==> config.mk <==
export PLATFORM = sky130hd
export DESIGN_NAME = reg_read_port
export DESIGN_NICKNAME = d
export VERILOG_FILES = /design/src/rtl/reg_read_port.sv
export SDC_FILE = /design/constraint.sdc
export NUM_CORES = 1
export LEC_CHECK = 0
export CAP_MARGIN = 15
export CORE_AREA = 10 10 449 451
export DETAILED_ROUTE_END_ITERATION = 10
export DIE_AREA = 0 0 459 461
export SYNTH_ARGS = -nofsm -noshare
export SYNTH_HDL_FRONTEND = slang
export SYNTH_SLANG_ARGS = --single-unit
==> constraint.sdc <==
create_clock -name Clk -period 3.35 [get_ports Clk]
set_clock_uncertainty 0.1 [all_clocks]
set_input_delay 0.5025 -clock Clk [delete_from_list [all_inputs] [get_ports Clk]]
set_output_delay 0.5025 -clock Clk [all_outputs]
set_load 0.01 [all_outputs]
==> src/rtl/reg_read_port.sv <==
// Register-file read port with a busy scoreboard, one-entry response register and stall counter.
// Optional write-back forwarding is enabled by defining REG_READ_BYPASS_EN.
module reg_read_port (
  input  logic          Clk,
  input  logic          Clr,
  input  logic [1023:0] Q,
  input  logic          Req_valid,
  output logic          Req_ready,
  input  logic [4:0]    Rs,
  input  logic [4:0]    Rt,
  input  logic          Iss_valid,
  input  logic [4:0]    Iss_rd,
  input  logic          Wb_valid,
  input  logic [4:0]    Wb_rd,
  input  logic [31:0]   Wb_data,
  output logic          Rsp_valid,
  input  logic          Rsp_ready,
  output logic [31:0]   A,
  output logic [31:0]   B,
  output logic [15:0]   Stall_cnt
);

`ifdef REG_READ_BYPASS_EN
  localparam bit Bypass = 1'b1;
`else
  localparam bit Bypass = 1'b0;
`endif

  logic [31:0] busy_q, busy_d;
  logic        rsp_valid_q, rsp_valid_d;
  logic [31:0] a_q, a_d, b_q, b_d;
  logic [15:0] stall_q, stall_d;
  logic        wb_hit_rs, wb_hit_rt;
  logic        haz_rs, haz_rt;
  logic        accept;

  // Register 0 reads as zero; a forwarded write-back wins over the stale file contents.
  function automatic logic [31:0] read_operand(input logic [4:0]    r,
                                               input logic          fwd,
                                               input logic [1023:0] q,
                                               input logic [31:0]   wd);
    if (r == 5'd0) return 32'h0;
    if (fwd)       return wd;
    return q[{r, 5'd0} +: 32];
  endfunction

  // NOTE: every always_comb output gets a default before any branch, so no latch is inferred.
  always_comb begin
    wb_hit_rs = Wb_valid && (Wb_rd == Rs) && (Rs != 5'd0);
    wb_hit_rt = Wb_valid && (Wb_rd == Rt) && (Rt != 5'd0);

    // With forwarding a landing write cures the hazard; without it the write itself blocks the read.
    if (Bypass) begin
      haz_rs = (Rs != 5'd0) && busy_q[Rs] && !wb_hit_rs;
      haz_rt = (Rt != 5'd0) && busy_q[Rt] && !wb_hit_rt;
    end else begin
      haz_rs = (Rs != 5'd0) && (busy_q[Rs] || wb_hit_rs);
      haz_rt = (Rt != 5'd0) && (busy_q[Rt] || wb_hit_rt);
    end

    Req_ready = !Clr && !haz_rs && !haz_rt && (!rsp_valid_q || Rsp_ready);
    accept    = Req_valid && Req_ready;

    busy_d = busy_q;
    if (Wb_valid) busy_d[Wb_rd] = 1'b0;
    if (Iss_valid && (Iss_rd != 5'd0)) busy_d[Iss_rd] = 1'b1;
    busy_d[0] = 1'b0;

    rsp_valid_d = rsp_valid_q;
    a_d         = a_q;
    b_d         = b_q;
    if (accept) begin
      rsp_valid_d = 1'b1;
      a_d         = read_operand(Rs, Bypass && wb_hit_rs, Q, Wb_data);
      b_d         = read_operand(Rt, Bypass && wb_hit_rt, Q, Wb_data);
    end else if (rsp_valid_q && Rsp_ready) begin
      rsp_valid_d = 1'b0;
    end

    stall_d = stall_q;
    if (Req_valid && !Req_ready && (stall_q != 16'hFFFF)) stall_d = stall_q + 16'd1;
  end

  // NOTE: state registers use non-blocking assignments so every flop samples pre-edge values.
  always_ff @(posedge Clk) begin
    if (Clr) begin
      busy_q      <= 32'h0;
      rsp_valid_q <= 1'b0;
      a_q         <= 32'h0;
      b_q         <= 32'h0;
      stall_q     <= 16'h0;
    end else begin
      busy_q      <= busy_d;
      rsp_valid_q <= rsp_valid_d;
      a_q         <= a_d;
      b_q         <= b_d;
      stall_q     <= stall_d;
    end
  end

  assign Rsp_valid = rsp_valid_q;
  assign A         = a_q;
  assign B         = b_q;
  assign Stall_cnt = stall_q;

endmodule

Yosys cells after proc, flatten, opt, wreduce, memory -nomap -nowiden
Cells that the tools add are included.
{"block": "totals", "register_bits": 113, "inputBits": 1082, "output_inout_bits": 82}
{"block": "classes", "n_addsub": 1, "magnitude_cmp": 6, "n_eq_ne": 3, "shift": 2, "n_mux": 20, "bitwise_logic": 3, "reduce_logical": 30}
{"op": "$shiftx 1024x11->32", "count": 2}
{"op": "$mux 32", "count": 6}
{"op": "$and 32x32->32", "count": 1}
{"op": "$not 32->32", "count": 1}
{"op": "$or 32x32->32", "count": 1}
{"op": "$lt 5x6->1 const B", "count": 4}
{"op": "$add 16x1->16 const B", "count": 1}
{"op": "$logic_and 1x1->1", "count": 16}
{"op": "$ne 16x16->1 const B", "count": 1}
{"op": "$reduce_bool 5->1", "count": 3}
{"op": "$bmux 1 s5", "count": 2}
{"op": "$demux 1 s5", "count": 2}
{"op": "$eq 5x5->1", "count": 2}
{"op": "$ge 5x1->1 const B", "count": 2}
{"op": "$logic_not 5->1", "count": 2}
{"op": "$mux 1", "count": 10}
{"op": "$logic_not 1->1", "count": 5}
{"op": "$logic_or 1x1->1", "count": 3}
{"op": "$reduce_bool 2->1", "count": 1}

Logic depth before layout (Yosys ltp)
{"block": "logic_depth", "depth_word": 12, "ltp_mapped": 11, "ltp_nobuf": 7}

Worst setup path before layout
OpenSTA, ideal clock, no wires.
{"block": "synth_timing", "path_type": "input to output", "from": "input Rs[0]", "to": "output Req_ready", "t_arrival_ns": 2.210, "t_required_ns": 2.747, "path_slack_ns": 0.538, "stages": 9, "path_cell_list": "buf_6 -> buf_8 -> mux4_2 -> nor3_2 -> a211oi_1 -> nor4_2 -> o22a_1 -> buf_4 -> buf_4"}
{"block": "synth_via", "elab_chain_cells": 9, "elab_cells_between_ends": 12}
{"element": "start, declared", "line_no": "9", "rtl": "input logic [4:0] Rs,"}
{"element": "branches (longest 4 deep; another with $bmux 1 s5)"}
{"element": "$logic_and 1x1->1 (*)", "line_no": "57", "rtl": "haz_rs = (Rs != 5'd0) && (busy_q[Rs] || wb_hit_rs);"}
{"element": "$logic_not 1->1 (*)", "line_no": "61", "rtl": "Req_ready = !Clr && !haz_rs && !haz_rt && (!rsp_valid_q || Rsp_ready);"}
{"element": "$logic_and 1x1->1 (*) (3 in a row)", "line_no": "61"}
{"element": "end, declared", "line_no": "8", "rtl": "output logic Req_ready,"}
Every way passes the cells marked *. The select of a mux whose other input is x is not followed.

Worst setup path after layout
{"block": "layout_timing", "from": "register busy_q[29]", "to": "output Req_ready"}
{"block": "layout_via", "elab_chain_cells": 8, "elab_cells_between_ends": 13}
{"element": "start, declared", "line_no": "29", "rtl": "logic [31:0] busy_q, busy_d;"}
{"element": "start signal, assigned", "line_no": "93", "rtl": "busy_q <= busy_d;"}
{"element": "$bmux 1 s5", "line_no": "57"}
{"element": "$mux 1 (not written as such)", "line_no": "57"}
{"element": "$logic_or 1x1->1", "line_no": "57"}
{"element": "$logic_and 1x1->1", "line_no": "57"}
{"element": "$logic_not 1->1", "line_no": "61"}
{"element": "$logic_and 1x1->1", "line_no": "61"}
{"element": "$logic_and 1x1->1 (*) (2 in a row)", "line_no": "61"}
Mark *: on every way between the ends. The rest lies on a longest branch, timed or not. The select of a mux whose other input is x is not followed.

==> flow_summary_export.csv <==
group,metric,value,unit
cts,numCtsBuffers,9,
die,core_area,192200,um^2
timing,fmax,0.3282,GHz
global_routing,grt.total_usage,16.46,%
drt,drtPass1Iterations,5,
die,dieWidth,459,um
critical_path,crit_arrival,2.44,ns
placed_design,io_buffer_count,1131,
final_layout,drive_above_1_share,32.08,%
yosys,synth_cells,1417,
placed_design,placed_cell_area,35530,um^2
yosys,synthTopCellsByArea,"mux4_2 70%, dfxtp_1 11%, mux2i_1 3.4%",
yosys,yosys_warnings,0,
timing,slew_headroom,36.54,%
final_layout,fillers,20930,
yosys,synth-xor-area-share,0.4165,%
critical_path,cp-end-kind,"primary output",
die,die_y,461,um
timing,fin_tns_setup,0,ns
cts,h-tree-depth,3,
die,pin_count,1164,
pwr,pwr_density_cell,209.1,nW/um^2
placed_design,pre_cts_slack,-0.05695,ns
critical_path,setup.worst_path.class,"register to primary output",
drt,vias,22360,
drt,vias_per_cell,4.471,
final_layout,ff_latch_area,2242,um^2
cts,cts_tree,"done",
yosys,yosys.area_share.simple,5.623,%
yosys,synth_top_area_cell,"mux4_2",
timing,holdWs,0.3925,ns
placed_design,routabilityCongestion,0.9203,
final_layout,syn_to_final_growth,70.80,%
yosys,synth_ff_type,"dfxtp_1",
job,cap_viol_max_count,0,
pwr,peakVddDrop,0.2764,mV
drt,ant_nets,0,
cts,clockRootBuffer,"clkbuf_16",
yosys,synth_cell_type_count,46,
timing,worst_pin_slew,0.9519,ns
critical_path,critical-path-max-stage-delay,0.47,ns
critical_path,startpoint_type,"register",
placed_design,dp_hpwl,157.4,mm
timing,final_max_slew_viol_count,0,
yosys,syn_area_per_cell,14.84,um^2
yosys,post_synth_fa_ha_maj_area_fraction,0.05950,%
critical_path,cp.required,2.75,ns
drt,drt_iter0_drc,2264,
global_routing,grt_max_degree,129,
yosys,synth-seq-cells,112,
cts,clk_latency,0.44,ns
yosys,yosysSeqAreaShare,10.66,%
yosys,synthDominantCellAreaShare,69.94,%
pwr,leakagePower,11.10,nW
final_layout,fin_nets,3519,
final_layout,final_area,35920,um^2
global_routing,grt_pass1_wl,233.3,mm
cts,cts_buffer_depth,2,
yosys,syn_area,21030,um^2
final_layout,fin_cells,5001,
global_routing,overflow,0,
global_routing,antenna_found_initial,129,
cts,cts_sinks,112,
yosys,async_flop_share,0,%
placed_design,dp_cells,4951,
yosys,synth-edff-count,0,
timing,setup_violations,0,
drt,wl,183.6,mm
worst_hold_path,holdCritPathClass,"register to register",
die,rows,161,
drt,drc_errors,0,
cts,clkTransAtPathRegs,0.11,ns
final_layout,multiInputGateArea,17870,um^2
critical_path,crit_fanout,3,
yosys,syn_nets,2500,
drt,routedWlPerCell,36.71,um
timing,rsz0062_at_grt,"false",
critical_path,crit_slowest_cell,"mux4_2",
die,die_area,211600,um^2
timing,fin_ws,0.3028,ns
global_routing,first_global_vias,23150,
critical_path,path_cells,"mux4_2 -> mux2i_1 -> a211oi_1 -> nor4_2 -> o22a_1 -> dlygate4sd2_1",
yosys,synth_top_family_by_area,"multiplexers",
run_status,status,"completed",
yosys,synth_compound_area_share,5.099,%
timing,hold_viol,0,
die,initial_utilization,10.94,%
timing,period_needed,3.047,ns
timing,fin_crit_sh,90.96,%
yosys,synth_mux_area_share,73.63,%
-- cell usage in the layout (no fill, tap or decap), drive strengths merged, types with 8 or more instances in the layout --
| master | Yosys | final |
|---|---|---|
| clkdlybuf4s50 | 0 | 1118 |
| mux4 | 653 | 653 |
| dfxtp | 112 | 112 |
| buf | 88 | 93 |
| o31ai | 75 | 75 |
| mux2i | 72 | 72 |
| nand3b | 70 | 70 |
| a21oi | 45 | 45 |
| nand2 | 43 | 43 |
| o21ai | 35 | 35 |
| diode | 0 | 34 |
| nor2 | 14 | 14 |
| or4 | 12 | 12 |
| nand3 | 11 | 11 |
| clkbuf | 117 | 9 |
| xor2 | 8 | 8 |
| nor2b | 8 | 8 |
| nor4 | 8 | 8 |
-- layout make-up --
| cell class | instances | area share, % |
|---|---|---|
| clock inverters | 7 | 0.2264 |
| well taps | 2526 | 8.800 |
| inverters | 2 | 0.02090 |
| diodes | 34 | 0.2369 |
| repair buffers | 1213 | 34.08 |
| multi-input cells | 1098 | 49.77 |
| clock buffers | 9 | 0.6271 |
| flip-flops and latches | 112 | 6.243 |
-- repair_timing --
action | CTS | global route
endpoints found under the setup margin | 1 | 0
hold buffers | 0 | 0
setup buffers | 0 | 0
resized for setup | 2 | 0
-- synth_stat cells (all sizes together), types with 2 or more instances --
library cell  instances
o21ai                35
nor3                  3
buf                  88
a221oi                2
nand3                11
mux4                653
nor4                  8
xnor2                 2
clkbuf              117
or2                   2
nand3b               70
or3                   4
or3b                  4
and3                  3
mux2i                72
dfxtp               112
and3b                 2
a21oi                45
nor2                 14
o31ai                75
nand2                43
mux2                  5
nor3b                 5
xor2                  8
nand4                 2
nor2b                 8
or4                  12
inv                   2
-- kinds of logic after synthesis --
| group | Yosys count |
|---|---|
| buffers and inverters | 207 |
| AND/OR/NAND/NOR | 193 |
| XOR/XNOR | 10 |
| multiplexers | 730 |
| flip-flops | 112 |
| AO/OA/AOI/OAI | 164 |
| adder cells (fa/ha/maj) | 1 |
-- registers in the layout, indices dropped and copies added (netlist names) --
| signal | count |
|---|---|
| A | 32 |
| B | 32 |
| busy_q | 31 |
| Stall_cnt | 16 |
| Rsp_valid | 1 |
-- metrics by stage --
| stage | util, % | power [mW] |
|---|---|---|
| detailed placement | 18.49 | 6.204 |
| global route | 18.66 | 7.859 |
| floorplan | - | 3.573 |
| global placement | 18.49 | 6.161 |
| finish | 18.69 | 7.509 |
| CTS | 18.64 | 7.701 |
-- worst paths after layout --
| check | startpoint | slack [ns] | cells after the start | endpoint |
|---|---|---|---|---|
| worst max register to register | busy_q[29] | 0.64 | 9 | A[17] |
| worst min-delay path | A[18] | 0.39 | 2 | A[18] |
| worst min register to register | A[18] | 0.39 | 2 | A[18] |
| worst max-delay path | busy_q[29] | 0.30 | 6 | Req_ready |
-- layer usage --
layer / vias to the layer above / part of all wire, % / GRT usage [%]
li1: 8610 / - / -
met3: 301 / 11 / 6.185
met1: 11770 / 38 / 19.43
met5: - / 0.23 / 0
met2: 1612 / 48 / 28.24
met4: 66 / 2.5 / 3.739
-- worst max-delay path: cells and delay by family (launching register included) --
family / cells / cell delay (ns)
AND/OR/NAND/NOR: 1 / 0.35
buffers and inverters: 1 / 0.32
flip-flops: 1 / 0.34
multiplexers: 2 / 0.62
AO/OA/AOI/OAI: 2 / 0.36
-- power by group --
group / switching (mW) / leakage, nW / total [mW] / internal [mW]
combinational: 1.99 / 10.0 / 4.72 / 2.73
clock: 0.830 / 0.150 / 1.37 / 0.540
sequential: 0.0314 / 0.908 / 1.42 / 1.39
Power figures use the tool's default switching activity.
